===== src/rtl/seg_scan_ctrl.sv =====
// rtl/seg_scan_ctrl.sv - time-multiplexed 7-segment scan controller with frame-aligned digit updates
module seg_scan_ctrl #(
    parameter int NUM_DIGITS   = 4,
    parameter int PRESCALE     = 50000,
    parameter int BLANK_CYCLES = 2
) (
    input  logic                          clk,
    input  logic                          rst_n,
    input  logic                          enable,
    input  logic                          load,
    input  logic [4*NUM_DIGITS-1:0]       digits_in,
    input  logic [NUM_DIGITS-1:0]         digit_mask,
    output logic [3:0]                    nibble,
    output logic [NUM_DIGITS-1:0]         an_n,
    output logic [$clog2(NUM_DIGITS)-1:0] digit_idx,
    output logic                          frame_done,
    output logic                          pending
);

    localparam int IW = $clog2(NUM_DIGITS);
    localparam int CW = $clog2(PRESCALE + BLANK_CYCLES + 1);

    localparam logic [1:0] IDLE  = 2'd0;
    localparam logic [1:0] BLANK = 2'd1;
    localparam logic [1:0] SHOW  = 2'd2;

    // With no blanking, each digit slot starts directly in SHOW.
    localparam logic [1:0]    FIRST      = (BLANK_CYCLES == 0) ? SHOW : BLANK;
    localparam logic [CW-1:0] BLANK_LAST = CW'((BLANK_CYCLES == 0) ? 0 : BLANK_CYCLES - 1);
    localparam logic [CW-1:0] SHOW_LAST  = CW'(PRESCALE - 1);
    localparam logic [IW-1:0] LAST_IDX   = IW'(NUM_DIGITS - 1);

    logic [1:0]              state, state_nxt;
    logic [CW-1:0]           cnt, cnt_nxt;
    logic [IW-1:0]           idx_nxt;
    logic [4*NUM_DIGITS-1:0] active, active_nxt, shadow;
    logic                    swap, fd_nxt;

    always_comb begin
        state_nxt = state;
        cnt_nxt   = cnt;
        idx_nxt   = digit_idx;
        swap      = 1'b0;
        fd_nxt    = 1'b0;
        case (state)
            IDLE: begin
                cnt_nxt = '0;
                idx_nxt = '0;
                if (enable) begin
                    state_nxt = FIRST;
                    swap      = 1'b1;
                end
            end
            BLANK: begin
                if (!enable) begin
                    state_nxt = IDLE;
                    cnt_nxt   = '0;
                    idx_nxt   = '0;
                end else if (cnt == BLANK_LAST) begin
                    state_nxt = SHOW;
                    cnt_nxt   = '0;
                end else begin
                    cnt_nxt = cnt + CW'(1);
                end
            end
            SHOW: begin
                if (!enable) begin
                    state_nxt = IDLE;
                    cnt_nxt   = '0;
                    idx_nxt   = '0;
                end else if (cnt == SHOW_LAST) begin
                    state_nxt = FIRST;
                    cnt_nxt   = '0;
                    if (digit_idx == LAST_IDX) begin
                        idx_nxt = '0;
                        swap    = 1'b1;
                        fd_nxt  = 1'b1;
                    end else begin
                        idx_nxt = digit_idx + IW'(1);
                    end
                end else begin
                    cnt_nxt = cnt + CW'(1);
                end
            end
            default: begin
                state_nxt = IDLE;
                cnt_nxt   = '0;
                idx_nxt   = '0;
            end
        endcase
        active_nxt = (swap && pending) ? shadow : active;
    end

    // Outputs are computed from next-state values so they line up with the registered state.
    always_ff @(posedge clk or negedge rst_n) begin
        if (!rst_n) begin
            state      <= IDLE;
            cnt        <= '0;
            digit_idx  <= '0;
            active     <= '0;
            shadow     <= '0;
            pending    <= 1'b0;
            frame_done <= 1'b0;
            nibble     <= '0;
            an_n       <= '1;
        end else begin
            state      <= state_nxt;
            cnt        <= cnt_nxt;
            digit_idx  <= idx_nxt;
            active     <= active_nxt;
            frame_done <= fd_nxt;
            if (load) begin
                shadow  <= digits_in;
                pending <= 1'b1;
            end else if (swap) begin
                pending <= 1'b0;
            end
            nibble <= active_nxt[4*idx_nxt +: 4];
            if (state_nxt == SHOW && digit_mask[idx_nxt])
                an_n <= ~({{(NUM_DIGITS-1){1'b0}}, 1'b1} << idx_nxt);
            else
                an_n <= '1;
        end
    end

endmodule


===== config.mk =====
export PLATFORM = sky130hd
export DESIGN_NAME = seg_scan_ctrl
export DESIGN_NICKNAME = d
export VERILOG_FILES = /design/src/rtl/seg_scan_ctrl.sv
export SDC_FILE = /design/constraint.sdc
export NUM_CORES = 1
export LEC_CHECK = 0
export CAP_MARGIN = 20
export CORE_MARGIN = 2
export CORE_UTILIZATION = 49
export DETAILED_ROUTE_END_ITERATION = 12
export HOLD_SLACK_MARGIN = 0.03
export PLACE_DENSITY = 0.8
export SKIP_LAST_GASP = 1
export SLEW_MARGIN = 20
export SYNTH_ARGS = -nofsm -noshare
export SYNTH_HDL_FRONTEND = slang
export SYNTH_SLANG_ARGS = --single-unit

===== constraint.sdc =====
create_clock -name clk -period 2.11 [get_ports clk]
set_input_delay 0.5275 -clock clk [delete_from_list [all_inputs] [get_ports clk]]
set_output_delay 0.5275 -clock clk [all_outputs]
set_load 0.05 [all_outputs]

Yosys cells after proc, flatten, opt, wreduce, memory -nomap -nowiden
Index checks and enable logic that the tools add are counted.
{"block": "totals", "regBits": 62, "output_inout_bits": 12}
{"block": "op_classes", "add_sub_neg": 2, "order_cmp": 1, "n_eq_ne": 6, "shift": 2, "mux": 28, "bitwise": 1, "reduce_logical": 4}
{"op": "$mux W16", "n": 5}
{"op": "$pmux W16 S2", "n": 1}
{"op": "$mux W2", "n": 9}
{"op": "$add A16 B1 Y16 const B", "n": 1}
{"op": "$eq A16 B1 Y1 const B", "n": 1}
{"op": "$eq A16 B16 Y1 const B", "n": 1}
{"op": "$shiftx A16 B5 Y4", "n": 1}
{"op": "$mux W1", "n": 8}
{"op": "$eq A2 B2 Y1 const B", "n": 3}
{"op": "$pmux W2 S3", "n": 1}
{"op": "$mux W4", "n": 1}
{"op": "$not A4 Y4", "n": 1}
{"op": "$pmux W2 S2", "n": 1}
{"op": "$shl A1 B2 Y4 const A", "n": 1}
{"op": "$lt A2 B3 Y1 const B", "n": 1}
{"op": "$add A2 B1 Y2 const B", "n": 1}
{"op": "$bmux W1 S2", "n": 1}
{"op": "$eq A2 B1 Y1 const B", "n": 1}
{"op": "$logic_and A1 B1 Y1", "n": 2}
{"op": "$logic_not A2 Y1", "n": 1}
{"op": "$pmux W1 S2", "n": 1}
{"op": "$reduce_bool A2 Y1", "n": 1}

Logic depth before layout (Yosys ltp)
{"block": "depth", "word_depth": 9, "ltp_mapped": 10}

Worst setup path after synthesis
No wires, ideal clock.
{"block": "synth_path", "path_kind": "reg2reg", "startpoint": "reg digit_idx[0]", "endpoint": "reg nibble[0]", "setup_ns": 0.133, "arrival_time_ns": 2.179, "t_required_ns": 1.977, "path_slack_ns": -0.202, "path_stages_with_launch": 9, "path_buffers": 1, "period_less_slack_ns": 2.312, "cell_sequence": "dfrtp_1 ha_1 nand4_1 nor4_1 a31oi_2 buf_2 mux2_2 mux2i_1 mux2i_1"}
{"block": "synth_via", "elab_chain_len": 8, "word_cells_on_any_way": 14, "cone_classes": "add/sub (1); eq/ne (1); shift (1); mux (10); reduce/logical (1)"}
{"element": "from (decl)", "line_no": "15", "rtl": "output logic [$clog2(NUM_DIGITS)-1:0] digit_idx,"}
{"element": "from (signal assigned)", "line_no": "109", "rtl": "digit_idx <= idx_nxt;"}
{"element": "$eq A2 B2 Y1", "line_no": "74", "rtl": "if (digit_idx == LAST_IDX) begin"}
{"element": "$mux W1", "line_no": "74"}
{"element": "$mux W1", "line_no": "71", "rtl": "end else if (cnt == SHOW_LAST) begin"}
{"element": "$mux W1", "line_no": "67", "rtl": "if (!enable) begin"}
{"element": "$pmux W1 S2", "line_no": "45", "rtl": "case (state)"}
{"element": "$logic_and A1 B1 Y1", "line_no": "91", "rtl": "active_nxt = (swap && pending) ? shadow : active;"}
{"element": "$mux W16", "line_no": "91"}
{"element": "named net active_nxt[0]", "line_no": "36", "rtl": "logic [4*NUM_DIGITS-1:0] active, active_nxt, shadow;"}
{"element": "$shiftx A16 B5 Y4", "line_no": "118", "rtl": "nibble <= active_nxt[4*idx_nxt +: 4];"}
{"element": "to (signal assigned)", "line_no": "118"}
{"element": "to (decl)", "line_no": "13", "rtl": "output logic [3:0] nibble,"}
The timed path passes the listed nets, and every way through them passes these cells.
A chain may end at the register's enable or synchronous reset.

Final worst setup path
{"block": "layout_path", "startpoint": "reg cnt[10]", "endpoint": "reg nibble[2]"}
{"block": "layout_via", "word_cells_on_any_way": 10, "cone_classes": "eq/ne (1); shift (1); mux (7); reduce/logical (1)"}
{"element": "from (decl)", "line_no": "34", "rtl": "logic [CW-1:0] cnt, cnt_nxt;"}
{"element": "from (signal assigned)", "line_no": "108", "rtl": "cnt <= cnt_nxt;"}
{"element": "$eq A16 B16 Y1", "line_no": "71"}
{"element": "$mux W2", "line_no": "71"}
{"element": "$mux W2", "line_no": "67"}
{"element": "$pmux W2 S2", "line_no": "45"}
{"element": "named net idx_nxt[0]", "line_no": "35", "rtl": "logic [IW-1:0] idx_nxt;"}
{"element": "$shiftx A16 B5 Y4", "line_no": "118"}
The timed path passes the listed nets, and every way through them passes these cells.

==> impl_metrics.prom <==
# TYPE chip_impl_metric gauge
chip_impl_info{name="mostFrequentLayoutCell",value="dfrtp_1"} 1
chip_impl_metric{name="detail_route.vias_per_cell",unit=""} 5.24
chip_impl_metric{name="fraction_of_synthesized_cell_area_in_xor_and_xnor_cells",unit=""} 0.0434
chip_impl_metric{name="finalSetupViolCount",unit=""} 4
chip_impl_metric{name="worst_skew_pair.late_latency",unit="ns"} 0.34
chip_impl_metric{name="critical_path.max_stage_delay",unit="ns"} 0.50
chip_impl_metric{name="die_height",unit="um"} 79.9
chip_impl_info{name="failed_checks",value="setup timing"} 1
chip_impl_metric{name="diodes",unit=""} 0
chip_impl_metric{name="post_drt_wl_per_cell",unit="um"} 15.6
chip_impl_metric{name="core.rowCount",unit=""} 27
chip_impl_metric{name="cellLeakagePower",unit="nW"} 1.66
chip_impl_info{name="synth_area_leader_cell",value="dfrtp_1"} 1
chip_impl_metric{name="worst_slack_at_placement",unit="ns"} -0.297
chip_impl_info{name="path_type_of_the_worst_min_delay_path",value="input pin to asynchronous set/reset pin"} 1
chip_impl_metric{name="port-buffer-count",unit=""} 35
chip_impl_metric{name="ys.warnings.count",unit=""} 0
chip_impl_metric{name="syn_area_cell",unit="um^2"} 12.4
chip_impl_info{name="worstReg2RegEnd",value="nibble[2]$_DFF_PN0_"} 1
chip_impl_metric{name="synth_nets",unit=""} 259
chip_impl_metric{name="reg2regPathDepth",unit=""} 7
chip_impl_info{name="worst_path_dominant_cell_family",value="simple AND/OR/NAND/NOR gates"} 1
chip_impl_metric{name="globalplace.congestion",unit=""} 0.823
chip_impl_metric{name="synth_cells",unit=""} 228
chip_impl_metric{name="yosys_register_bits",unit=""} 62
chip_impl_metric{name="worstPathArrival",unit="ns"} 2.42
chip_impl_metric{name="synth-compound-area-share",unit=""} 0.0457
chip_impl_metric{name="clock_tree.buffer_depth",unit=""} 2
chip_impl_info{name="synth.top_cells.by_area",value="dfrtp_1, mux2_2, mux2i_1"} 1
chip_impl_metric{name="vdd_drop_max",unit="V"} 0.000651
chip_impl_info{name="worst-setup-path-type",value="flop to flop"} 1
chip_impl_metric{name="fin_crit_sh",unit=""} 1.02
chip_impl_metric{name="hold-worst-slack",unit="ns"} 0.181
chip_impl_metric{name="route.final.wire_length",unit="um"} 5850
chip_impl_metric{name="timing.critical_path.fanout_max",unit=""} 9
chip_impl_metric{name="timing_hold_violations_final",unit=""} 0
chip_impl_metric{name="chipWidth",unit="um"} 79.9
chip_impl_metric{name="tritoncts.num_buffers",unit=""} 9
chip_impl_metric{name="number_of_flops_mapped_to_enable_cells_by_yosys",unit=""} 0
chip_impl_info{name="critical-path-slowest-cell",value="or4b_4"} 1
chip_impl_metric{name="global_route_wire_length_before_repair",unit="um"} 9660
chip_impl_metric{name="maxClockFrequency",unit="GHz"} 0.464
chip_impl_metric{name="seq_area_frac_synth",unit=""} 0.551
chip_impl_metric{name="final_max_slew_viol_count",unit=""} 0
chip_impl_metric{name="dp.final_hpwl",unit="um"} 3770
chip_impl_info{name="setup_repair_after_global_routing_missed_its_margin",value="true"} 1
chip_impl_metric{name="timing.critical_path.required",unit="ns"} 2.37
chip_impl_metric{name="global_route.overflow_total",unit=""} 0
chip_impl_metric{name="worst-slew-pin-transition",unit="ns"} 0.558
chip_impl_info{name="largest_family_of_logic_cells_by_synthesized_area",value="multiplexers"} 1
chip_impl_metric{name="largest_net_degree_at_the_start_of_global_routing",unit=""} 63
chip_impl_info{name="most_used_cells_in_the_layout_excluding_fill_and_tap_cells",value="dfrtp_1, mux2_2, buf_4"} 1
chip_impl_metric{name="netlist.area_leader.share",unit=""} 0.514
chip_impl_metric{name="ffs_w_async_s_r_synth",unit=""} 1.00
chip_impl_metric{name="drt_iter0_markers",unit=""} 99
chip_impl_metric{name="number_of_i_o_pins",unit=""} 36
chip_impl_metric{name="initial_core_util",unit=""} 0.509
chip_impl_metric{name="cts_htree_levels",unit=""} 3
chip_impl_metric{name="drcViolationCount",unit=""} 0
chip_impl_metric{name="total_number_of_vias",unit=""} 1959
chip_impl_metric{name="worstPathBufferInverterCount",unit=""} 1
chip_impl_metric{name="drt-pass1-iter-count",unit=""} 4
chip_impl_metric{name="die_area",unit="um^2"} 6380
chip_impl_info{name="cts_root_buf",value="clkbuf_8"} 1
chip_impl_metric{name="clk_transition_reported_paths",unit="ns"} 0.07
chip_impl_metric{name="synth_fa_ha_area_frac",unit=""} 0.0310
chip_impl_metric{name="postLayoutSetupSlackWorst",unit="ns"} -0.0473
chip_impl_metric{name="timing.reg2reg.setup_slack",unit="ns"} -0.05
chip_impl_info{name="regToRegStartpoint",value="cnt[10]$_DFF_PN0_"} 1
chip_impl_metric{name="number_of_global_route_vias_before_repair",unit=""} 2003
chip_impl_metric{name="grt_util_all_layers",unit=""} 0.203
chip_impl_metric{name="tritoncts_num_sinks",unit=""} 62
chip_impl_metric{name="area_delta_synth_final",unit="%"} 34.6
chip_impl_metric{name="post-layout-total-power",unit="mW"} 3.65
chip_impl_info{name="outcome",value="finished with violations"} 1
chip_impl_metric{name="post_synth_mux_area_share",unit=""} 0.170
chip_impl_info{name="list_of_cells_traversed_by_the_critical_path",value="nor4_4, and3_4, nand2_4, or4b_4, a31oi_4, buf_12, mux2i_2"} 1
chip_impl_metric{name="detail_route_antenna_nets",unit=""} 0
chip_impl_metric{name="synthSimpleGateAreaFrac",unit=""} 0.140
chip_impl_metric{name="fraction_of_layout_cells_with_a_size_suffix_above_1",unit=""} 0.371
chip_impl_info{name="startpoint_type",value="flop"} 1
chip_impl_metric{name="grt_antenna_before_repair",unit=""} 0
chip_impl_metric{name="mapped_area",unit="um^2"} 2820
chip_impl_info{name="tritoncts_clock_tree",value="yes"} 1
chip_impl_metric{name="layout.nets",unit=""} 328
chip_impl_metric{name="timing.final.crit_period",unit="ns"} 2.16
chip_impl_metric{name="power_density_relative_to_cell_area",unit="nW/um^2"} 961
chip_impl_metric{name="synth_cell_types",unit=""} 40
chip_impl_metric{name="fill_cells",unit=""} 407
chip_impl_info{name="flip_flop_cell_with_the_highest_count_after_synthesis",value="dfrtp_1"} 1
chip_impl_info{name="capturing_element_type_of_the_critical_path",value="flop"} 1
chip_impl_metric{name="max_slew_margin_vs_limit",unit=""} 0.625
chip_impl_metric{name="timing.clock.skew",unit="ns"} 0.00610
chip_impl_metric{name="core",unit="um^2"} 5540
chip_impl_metric{name="maximum_capacitance_violations",unit=""} 0
sequential cells by signal, summed over array words and instances, names as in the netlist:
register,count
active,16
cnt,16
shadow,16
an_n,4
nibble,4
digit_idx,2
state,2
frame_done,1
pending,1
routing by layer:
layer  vias up  part of all wire  routed length, um  track usage
met5         -                 0                  0            0
met4         0             0.015                 89        0.124
met3         8             0.045                266       0.0362
met2        44              0.51               2980        0.326
met1       978              0.43               2520        0.254
li1        929                 -                  -            -
synthesized netlist by cell type (all sizes together), types with 2 or more instances:
| master | instances |
|---|---|
| a21o | 2 |
| a21oi | 2 |
| a31oi | 2 |
| and2 | 4 |
| and3 | 6 |
| clkbuf | 6 |
| dfrtp | 58 |
| dfstp | 4 |
| ha | 7 |
| inv | 6 |
| mux2 | 32 |
| mux2i | 12 |
| nand2 | 17 |
| nand3 | 7 |
| nand3b | 2 |
| nand4 | 3 |
| nor2 | 22 |
| nor3 | 5 |
| nor4 | 4 |
| o21ai | 3 |
| xnor2 | 7 |
| xor2 | 7 |
timing repair:
action,in CTS,in global routing
pin swaps,1,5
gates resized for setup,3,17
setup buffers,4,3
hold buffers,0,0
gates cloned,1,0
setup endpoints to repair,4,10
final cells by class:
type / instances / area [um^2] / area share
well taps: 72 / 90.1 / 0.0237
multi-input cells: 153 / 1290 / 0.340
repair buffers: 65 / 636 / 0.167
clock buffers: 11 / 141 / 0.0372
flip-flops and latches: 62 / 1560 / 0.410
inverters: 6 / 25.0 / 0.00659
clock inverters: 5 / 57.6 / 0.0151
metrics by stage:
step,std cells,util,instance area (um^2),setup TNS (ns)
2_1_floorplan,228,-,2840,0
3_3_place_gp,350,0.621,3440,-1.06
3_5_place_dp,350,0.621,3440,-2.05
4_1_cts,371,0.671,3710,-0.132
5_1_grt,374,0.686,3800,-0.659
6_report,374,0.686,3800,-0.104
kinds of logic (layout without fill, tap and decap cells):
logic type | after synthesis | after routing
AND/OR/NAND/NOR | 74 | 74
flip-flops | 62 | 62
multiplexers | 44 | 44
AO/OA/AOI/OAI | 14 | 14
XOR/XNOR | 14 | 14
buffers and inverters | 13 | 87
adder cells (fa/ha/maj) | 7 | 7
worst max-delay path by stage:
stage	startpoint	endpoint	slack, ns	cells past startpoint
CTS	cnt[10]$_DFF_PN0_	nibble[3]$_DFF_PN0_	-0.05	7
detailed placement	enable	nibble[1]$_DFF_PN0_	-0.30	8
global route	cnt[10]$_DFF_PN0_	nibble[2]$_DFF_PN0_	-0.17	7
finish	cnt[10]$_DFF_PN0_	nibble[2]$_DFF_PN0_	-0.05	7
floorplan	state[0]$_DFF_PN0_	nibble[0]$_DFF_PN0_	0.02	10
global placement	enable	nibble[1]$_DFF_PN0_	-0.19	8
where the power goes:
part / switching [mW] / internal, mW / leakage (nW)
Clock: 0.476 / 0.580 / 0.104
Sequential: 0.0839 / 1.43 / 0.763
Combinational: 0.554 / 0.525 / 0.789
(Power assumes the default switching activity.)
